**config.mk**
```make
export PLATFORM = sky130hd
export DESIGN_NAME = uart_regfile_cmd_ctrl
export DESIGN_NICKNAME = d
export VERILOG_FILES = /design/src/rtl/uart_regfile_cmd_ctrl.sv
export SDC_FILE = /design/constraint.sdc
export NUM_CORES = 1
export LEC_CHECK = 0
export CAP_MARGIN = 20
export CORE_ASPECT_RATIO = 0.6
export CORE_UTILIZATION = 35
export CTS_CLUSTER_DIAMETER = 150
export DETAILED_ROUTE_END_ITERATION = 16
export PLACE_DENSITY = 0.71
export SETUP_SLACK_MARGIN = 0.05
export SYNTH_ARGS = -nofsm -noshare
export SYNTH_HDL_FRONTEND = slang
export SYNTH_SLANG_ARGS = --single-unit
```
**constraint.sdc**
```tcl
create_clock -name CLK -period 1.73 [get_ports CLK]
set_input_delay 0.2595 -clock CLK [delete_from_list [all_inputs] [get_ports CLK]]
set_output_delay 0.2595 -clock CLK [all_outputs]
set_load 0.05 [all_outputs]
```
**src/rtl/uart_regfile_cmd_ctrl.sv**
```systemverilog
`default_nettype none
// ============================================================================
//  Module   : uart_regfile_cmd_ctrl
//  Brief    : UART byte-frame decoder driving an 8x16 register file; returns
//             read data LSB-first to the TX serializer. Optional inter-byte
//             timeout enabled by defining CMD_TIMEOUT_EN.
//  Revision : 1.0 - initial release
// ============================================================================
module uart_regfile_cmd_ctrl #(
    parameter int         ADDR_WIDTH     = 3,
    parameter int         MEM_WIDTH      = 16,
    parameter logic [7:0] CMD_WR         = 8'hAA,
    parameter logic [7:0] CMD_RD         = 8'hBB,
    parameter int         TIMEOUT_CYCLES = 1024
) (
    input  logic                  CLK,
    input  logic                  RST,
    input  logic [7:0]            RX_P_DATA,
    input  logic                  RX_D_VLD,
    input  logic [MEM_WIDTH-1:0]  RdData,
    input  logic                  RdData_VLD,
    input  logic                  TX_BUSY,
    output logic                  WrEn,
    output logic                  RdEn,
    output logic [ADDR_WIDTH-1:0] address,
    output logic [MEM_WIDTH-1:0]  WrData,
    output logic [7:0]            TX_P_DATA,
    output logic                  TX_D_VLD,
    output logic                  CMD_ERR,
    output logic                  CTRL_BUSY
);

    typedef enum logic [3:0] {
        S_IDLE    = 4'd0,
        S_WR_ADDR = 4'd1,
        S_WR_LSB  = 4'd2,
        S_WR_MSB  = 4'd3,
        S_WR_EXEC = 4'd4,
        S_RD_ADDR = 4'd5,
        S_RD_EXEC = 4'd6,
        S_RD_WAIT = 4'd7,
        S_TX_LSB  = 4'd8,
        S_TX_MSB  = 4'd9
    } state_t;

    // Sub-phases of each TX byte: send, skip one cycle for busy to rise, wait idle
    localparam logic [1:0] c_ph_send = 2'd0;
    localparam logic [1:0] c_ph_skip = 2'd1;
    localparam logic [1:0] c_ph_wait = 2'd2;

    state_t                r_state_q,   w_state_d;
    logic [1:0]            r_tx_ph_q,   w_tx_ph_d;
    logic [ADDR_WIDTH-1:0] r_addr_q,    w_addr_d;
    logic [7:0]            r_lsb_q,     w_lsb_d;
    logic [MEM_WIDTH-1:0]  r_wdata_q,   w_wdata_d;
    logic [MEM_WIDTH-1:0]  r_rdata_q,   w_rdata_d;
    logic [7:0]            r_tx_data_q, w_tx_data_d;
    logic                  r_tx_vld_q,  w_tx_vld_d;
    logic                  r_err_q,     w_err_d;
    logic                  w_byte_taken;
    logic                  w_addr_bad;

    assign w_addr_bad = (RX_P_DATA >> ADDR_WIDTH) != 8'd0;

`ifdef CMD_TIMEOUT_EN
    localparam int c_tmo_w = $clog2(TIMEOUT_CYCLES + 1);
    logic [c_tmo_w-1:0] r_tmo_q, w_tmo_d;
    logic               w_tmo_hit;

    assign w_tmo_hit = (r_tmo_q == c_tmo_w'(TIMEOUT_CYCLES - 1)) &&
                       (r_state_q inside {S_WR_ADDR, S_WR_LSB, S_WR_MSB, S_RD_ADDR, S_RD_WAIT});
`else
    logic w_unused_tmo;
    assign w_unused_tmo = w_byte_taken | (TIMEOUT_CYCLES == 0);
`endif

    always_comb begin
        w_state_d    = r_state_q;
        w_tx_ph_d    = r_tx_ph_q;
        w_addr_d     = r_addr_q;
        w_lsb_d      = r_lsb_q;
        w_wdata_d    = r_wdata_q;
        w_rdata_d    = r_rdata_q;
        w_tx_data_d  = r_tx_data_q;
        w_tx_vld_d   = 1'b0;
        w_err_d      = 1'b0;
        w_byte_taken = 1'b0;

        case (r_state_q)
            S_IDLE: begin
                if (RX_D_VLD) begin
                    if (RX_P_DATA == CMD_WR) begin
                        w_state_d    = S_WR_ADDR;
                        w_byte_taken = 1'b1;
                    end else if (RX_P_DATA == CMD_RD) begin
                        w_state_d    = S_RD_ADDR;
                        w_byte_taken = 1'b1;
                    end else begin
                        w_err_d = 1'b1;
                    end
                end
            end
            S_WR_ADDR, S_RD_ADDR: begin
                if (RX_D_VLD) begin
                    if (w_addr_bad) begin
                        w_err_d   = 1'b1;
                        w_state_d = S_IDLE;
                    end else begin
                        w_addr_d     = RX_P_DATA[ADDR_WIDTH-1:0];
                        w_byte_taken = 1'b1;
                        w_state_d    = (r_state_q == S_WR_ADDR) ? S_WR_LSB : S_RD_EXEC;
                    end
                end
            end
            S_WR_LSB: begin
                if (RX_D_VLD) begin
                    w_lsb_d      = RX_P_DATA;
                    w_byte_taken = 1'b1;
                    w_state_d    = S_WR_MSB;
                end
            end
            S_WR_MSB: begin
                if (RX_D_VLD) begin
                    w_wdata_d    = {RX_P_DATA, r_lsb_q};
                    w_byte_taken = 1'b1;
                    w_state_d    = S_WR_EXEC;
                end
            end
            S_WR_EXEC: begin
                w_err_d   = RX_D_VLD;
                w_state_d = S_IDLE;
            end
            S_RD_EXEC: begin
                w_err_d   = RX_D_VLD;
                w_state_d = S_RD_WAIT;
            end
            S_RD_WAIT: begin
                w_err_d = RX_D_VLD;
                if (RdData_VLD) begin
                    w_rdata_d = RdData;
                    w_tx_ph_d = c_ph_send;
                    w_state_d = S_TX_LSB;
                end
            end
            S_TX_LSB, S_TX_MSB: begin
                w_err_d = RX_D_VLD;
                case (r_tx_ph_q)
                    c_ph_send: begin
                        if (!TX_BUSY) begin
                            w_tx_vld_d  = 1'b1;
                            w_tx_data_d = (r_state_q == S_TX_LSB) ? r_rdata_q[7:0]
                                                                  : r_rdata_q[MEM_WIDTH-1:8];
                            w_tx_ph_d   = c_ph_skip;
                        end
                    end
                    c_ph_skip: w_tx_ph_d = c_ph_wait;
                    default: begin
                        if (!TX_BUSY) begin
                            w_tx_ph_d = c_ph_send;
                            w_state_d = (r_state_q == S_TX_LSB) ? S_TX_MSB : S_IDLE;
                        end
                    end
                endcase
            end
            default: w_state_d = S_IDLE;
        endcase

`ifdef CMD_TIMEOUT_EN
        // Abort only when this cycle made no progress on the frame
        if (w_tmo_hit && (w_state_d == r_state_q) && !w_byte_taken) begin
            w_state_d = S_IDLE;
            w_err_d   = 1'b1;
        end
        w_tmo_d = ((w_state_d != r_state_q) || w_byte_taken) ? '0 : r_tmo_q + 1'b1;
`endif
    end

    always_ff @(posedge CLK) begin
        if (RST) begin
            r_state_q   <= S_IDLE;
            r_tx_ph_q   <= c_ph_send;
            r_addr_q    <= '0;
            r_lsb_q     <= '0;
            r_wdata_q   <= '0;
            r_rdata_q   <= '0;
            r_tx_data_q <= '0;
            r_tx_vld_q  <= 1'b0;
            r_err_q     <= 1'b0;
        end else begin
            r_state_q   <= w_state_d;
            r_tx_ph_q   <= w_tx_ph_d;
            r_addr_q    <= w_addr_d;
            r_lsb_q     <= w_lsb_d;
            r_wdata_q   <= w_wdata_d;
            r_rdata_q   <= w_rdata_d;
            r_tx_data_q <= w_tx_data_d;
            r_tx_vld_q  <= w_tx_vld_d;
            r_err_q     <= w_err_d;
        end
    end

`ifdef CMD_TIMEOUT_EN
    always_ff @(posedge CLK) begin
        if (RST) r_tmo_q <= '0;
        else     r_tmo_q <= w_tmo_d;
    end
`endif

    assign WrEn      = (r_state_q == S_WR_EXEC);
    assign RdEn      = (r_state_q == S_RD_EXEC);
    assign address   = r_addr_q;
    assign WrData    = r_wdata_q;
    assign TX_P_DATA = r_tx_data_q;
    assign TX_D_VLD  = r_tx_vld_q;
    assign CMD_ERR   = r_err_q;
    assign CTRL_BUSY = (r_state_q != S_IDLE);

endmodule
`default_nettype wire

```
* After elaboration in Yosys (flattened, before gate mapping)
Index checks and enable logic that the tools add are counted.
Word-level totals: bits of input ports 29, register bits 59
Cells by class: muxes and demuxes 26, eq/ne operators 22, reductions and logical operators 17, bitwise operators 4
Operator list (count):
- 4-bit 2-to-1 mux | 10
- 4-bit case mux with 7 select lines | 1
- 4-bit by 3-bit equality test with 1-bit output, second input constant | 4
- 8-bit equality test, second input constant | 2
- 2-bit != test, second input constant | 7
- 3-bit != test, second input constant | 3
- 4-bit by 2-bit equality test with 1-bit output, second input constant | 2
- 4-bit equality test, second input constant | 2
- 8-bit 2-to-1 mux | 1
- 2-bit case mux with 2 select lines | 2
- 8-bit AND reduction | 1
- 8-bit nonzero test | 1
- 1-bit 2-to-1 mux | 6
- 2-bit 2-to-1 mux | 3
- 3-bit 2-to-1 mux | 2
- 2-bit AND reduction | 3
- 3-bit AND reduction | 2
- 2-bit OR reduction | 3
- 5-bit OR reduction | 1
- 4-bit by 1-bit equality test with 1-bit output, second input constant | 1
- 4-bit logical NOT | 1
- 1-bit NOT | 4
- 4-bit AND reduction | 1
- 4-bit nonzero test | 1
- other kinds (5) | 5

* Logic depth before layout (Yosys ltp)
depth in word-level cells 5, depth in mapped cells 6, gate-level depth less buffers 4

* Worst setup path after synthesis
No wires, ideal clock.
kind flip-flop to output port, from register r_state_q[0], to output WrEn, data required time 1.470 ns, data arrival time 2.251 ns, slack -0.780 ns, cell stages (with the launch flop) 4, path buffers 2, cells stage by stage dfxtp_1 > buf_1 > clkbuf_1 > nor4_1
Between the ends: word-level cells in the longest chain between the ends 1
Ends and longest elaborated chain:
- start: declaration | line 51 | state_t r_state_q, w_state_d;
- start signal: assignment | line 190 | r_state_q <= w_state_d;
- 4-bit by 3-bit equality test with 1-bit output | line 209 | assign WrEn = (r_state_q == S_WR_EXEC);
- end: declaration | line 23 | output logic WrEn,
No other way between the ends.

* Worst setup path in the final report
from register r_state_q[1], to output CTRL_BUSY
Between the ends: word-level cells in the longest chain between the ends 1
Ends and longest elaborated chain:
- 4-bit nonzero test | line 216 | assign CTRL_BUSY = (r_state_q != S_IDLE);
- end: declaration | line 30 | output logic CTRL_BUSY
No other way between the ends.

==> impl_metrics.env <==
export IMPL_ir_drop_v=0.000494
export IMPL_grt_max_degree=36
export IMPL_row_count=23
export IMPL_grt_usage_pct=18.8
export IMPL_clk_pin_slew_worst_paths_ns=0.05
export IMPL_maxCapViolCount=0
export IMPL_hold_violations=0
export IMPL_pwr_share_clk_pct=44.9
export IMPL_holdBufCountCts=0
export IMPL_syn_to_final_growth_pct=52.5
export IMPL_yosysUniqueCellTypes=40
export IMPL_synth_nets=317
export IMPL_first_global_vias=2229
export IMPL_clkLatencyLatePin_ns=0.32
export IMPL_grt_antenna_before_repair=0
export IMPL_critPathMaxFanout=3
export IMPL_slew_headroom_pct=67.2
export IMPL_cts_tree="done"
export IMPL_dp_slack_ns=-0.273
export IMPL_rsz0062_at_grt="true"
export IMPL_initial_utilization_pct=37.0
export IMPL_ys_warnings_count=0
export IMPL_worst_pin_slew_ns=0.493
export IMPL_slowest_stage="or4_4"
export IMPL_fin_ws_ns=-0.0110
export IMPL_max_stage_delay_ns=0.54
export IMPL_drtPass1Iterations=12
export IMPL_gr_total_overflow=0
export IMPL_io_buffers=60
export IMPL_finalCriticalPeriod_ns=1.74
export IMPL_critical_path_top_delay_family="simple AND/OR/NAND/NOR gates"
export IMPL_drt_iter0_drc=160
export IMPL_switchingPower_mw=1.13
export IMPL_internal_power_mw=3.15
export IMPL_ant_nets=0
export IMPL_power_density_mw_per_mm2=1120
export IMPL_ys_seq_elements=59
export IMPL_die_w_um=111
export IMPL_start_kind="flop"
export IMPL_yosysSeqAreaShare_pct=47.0
export IMPL_numCtsBuffers=9
export IMPL_violations="design-rule violations, negative setup slack"
export IMPL_syn_inst=288
export IMPL_hpwlAfterDp_um=4800
export IMPL_fin_crit_sh_pct=101
export IMPL_final_max_slew_viol_count=0
export IMPL_drt_total_wl_um=6810
export IMPL_wl_per_cell_um=14.6
export IMPL_status="finished, violations left"
export IMPL_boundaryPins=61
export IMPL_fin_skew_ns=0.00764
export IMPL_vias_per_cell=5.03
export IMPL_cp_cell_sequence="or4_4, buf_6, buf_12"
export IMPL_grt_pass1_wl_um=10800
export IMPL_worstSetupPathType="flop to output pin"
export IMPL_fin_nets=404
export IMPL_finalSetupTns_ns=-0.0110
export IMPL_cts_htree_levels=3
export IMPL_drive_gt1_share_pct=25.0
export IMPL_critPathBufInv=2
export IMPL_seqPwrFrac_pct=33.2
export IMPL_critPathRequiredTime_ns=1.47
export IMPL_num_antenna_cells=0
export IMPL_root_buffer="clkbuf_16"
export IMPL_die_area_mm2=0.00753
export IMPL_critical_path_arrival_ns=1.48
export IMPL_hp_class="input pin to flop"
export IMPL_synth_area_mm2=0.00251
export IMPL_clk_path_buf_depth=2
export IMPL_drc=2
export IMPL_placeableCoreArea_mm2=0.00679
export IMPL_synth_area_per_cell_um2=8.72
export IMPL_die_height_um=67.6
export IMPL_final_util_pct=56.4
export IMPL_numClockSinks=59
export IMPL_endpoint_kind="output pin"
export IMPL_gp_congestion=0.861
export IMPL_setup_viol=1
export IMPL_p_comb_share_pct=21.9
export IMPL_netSwitchingFraction_pct=26.4
export IMPL_vias=2351
export IMPL_total_leakage_power_nw=1.58
export IMPL_fmax_mhz=574
-- worst register-to-register path, delay by kind of cell (launching register included) --
family	cells	cell delay (ns)
simple gates	3	0.69
buf+inv	2	0.32
compound gates	1	0.25
flops	1	0.35
-- placed cells by master, fill, tap and decap left out, types with 2 or more instances in the layout --
cell	Yosys	routed
a21oi_1	23	23
nor4_4	1	2
dlygate4sd2_1	0	4
nand2_1	45	45
mux2i_1	27	27
and4_1	2	2
buf_6	1	3
o21ai_0	13	13
a311oi_1	8	8
nor2_1	44	44
nor3_4	1	2
a311oi_2	2	2
a31oi_1	2	2
bufinv_16	0	2
nand4_1	2	2
clkinvlp_4	0	2
buf_4	0	52
and2_1	2	2
nand3_1	2	2
clkdlybuf4s50_1	0	26
buf_12	0	8
dfxtp_1	59	57
clkbuf_16	0	10
nor2b_1	8	8
inv_1	3	3
dfxtp_4	0	2
a211oi_1	2	2
nand2b_1	2	2
-- synthesized netlist by cell type, drive strengths merged --
library cell	instances	area share, %
and3b	1	0.35
a41oi	2	0.70
and3	1	0.25
nor3	3	1.0
xor2	1	0.35
xnor2	1	0.35
mux2	1	0.45
nand4	2	0.50
a41o	1	0.40
nand3	2	0.40
a21oi	23	4.6
nand2b	2	0.50
nand2	45	6.7
and4	2	0.70
and2	2	0.50
or4	1	0.30
nor2	44	6.6
or3b	1	0.45
a311oi	10	4.0
o221ai	1	0.35
o21ai	13	2.6
dfxtp	59	47
nor2b	8	2.0
nor3b	1	0.30
nor4bb	1	0.40
nand3b	1	0.30
mux2i	27	11
inv	3	0.45
a31oi	2	0.50
buf	10	2.1
a211oi	2	0.60
o221a	1	0.45
nor4	3	1.3
o31ai	1	0.30
clkbuf	10	1.5
-- per-layer routing --
| metal | GRT usage (%) | vias to the layer above | share of wire (%) |
|---|---|---|---|
| li1 | - | 1174 | - |
| met1 | 24.4 | 1101 | 50 |
| met2 | 29.4 | 65 | 42 |
| met3 | 5.48 | 11 | 6.2 |
| met4 | 8.61 | 0 | 1.2 |
| met5 | 0 | - | 0 |
-- registers in the layout (all words and copies together), names as in the netlist --
name and count:
CMD_ERR 1, TX_D_VLD 1, TX_P_DATA 8, WrData 16
address 3, r_lsb_q 8, r_rdata_q 16, r_state_q 4
r_tx_ph_q 2
-- worst paths after layout --
kind | start | endpoint | slack (ns) | cells past startpoint
worst max-delay path | r_state_q[1]$_SDFFE_PP0P_ | CTRL_BUSY | -0.01 | 3
worst min-delay path | RX_P_DATA[7] | WrData[15]$_SDFFE_PP0P_ | 0.27 | 3
worst max register to register | r_state_q[1]$_SDFFE_PP0P_ | TX_P_DATA[4]$_SDFFE_PP0P_ | 0.03 | 6
worst min register to register | WrData[5]$_SDFFE_PP0P_ | WrData[5]$_SDFFE_PP0P_ | 0.46 | 2
-- power groups by stage --
stage                     logic, mW  registers [mW]  clock network (mW)
final                         0.935            1.42                1.92
after global placement        0.863            1.44                   0
after CTS                     0.913            1.41                1.95
after floorplan               0.470            1.45                   0
after global routing          0.990            1.42                2.02
after detailed placement      0.887            1.44                   0
-- area by class of cell --
class / count / area, um2
tap: 87 / 109
clock inverter: 6 / 88.8
clock buffer: 10 / 239
sequential: 59 / 1190
multi-input combinational: 206 / 1270
timing repair buffer: 96 / 922
fill: 595 / 2960
inverter: 3 / 11.3
-- logic make-up (layout without fill, tap and decap cells) --
| group | count (synthesis) | in the layout | share of synthesized area (%) |
|---|---|---|---|
| compound gates | 56 | 56 | 14.4 |
| mux | 28 | 28 | 11.2 |
| simple gates | 120 | 120 | 22.6 |
| flops | 59 | 59 | 47.0 |
| buf+inv | 23 | 115 | 4.03 |
| xor+xnor | 2 | 2 | 0.697 |
-- timing repair --
action,4_1_cts,5_1_grt
cloned,0,1
pin swaps,4,5
buffers inserted,2,2
setup endpoints to repair,7,15
gates resized for setup,9,6
-- metrics by stage --
step | cells | total power [mW] | hold WS, ns | area [um2]
2_1_floorplan | 288 | 1.92 | 0.396 | 2540
3_3_place_gp | 447 | 2.30 | 0.446 | 3420
3_5_place_dp | 447 | 2.33 | 0.450 | 3420
4_1_cts | 464 | 4.28 | 0.303 | 3770
5_1_grt | 467 | 4.43 | 0.283 | 3830
6_report | 467 | 4.28 | 0.271 | 3830
Power figures use the tool's default switching activity.
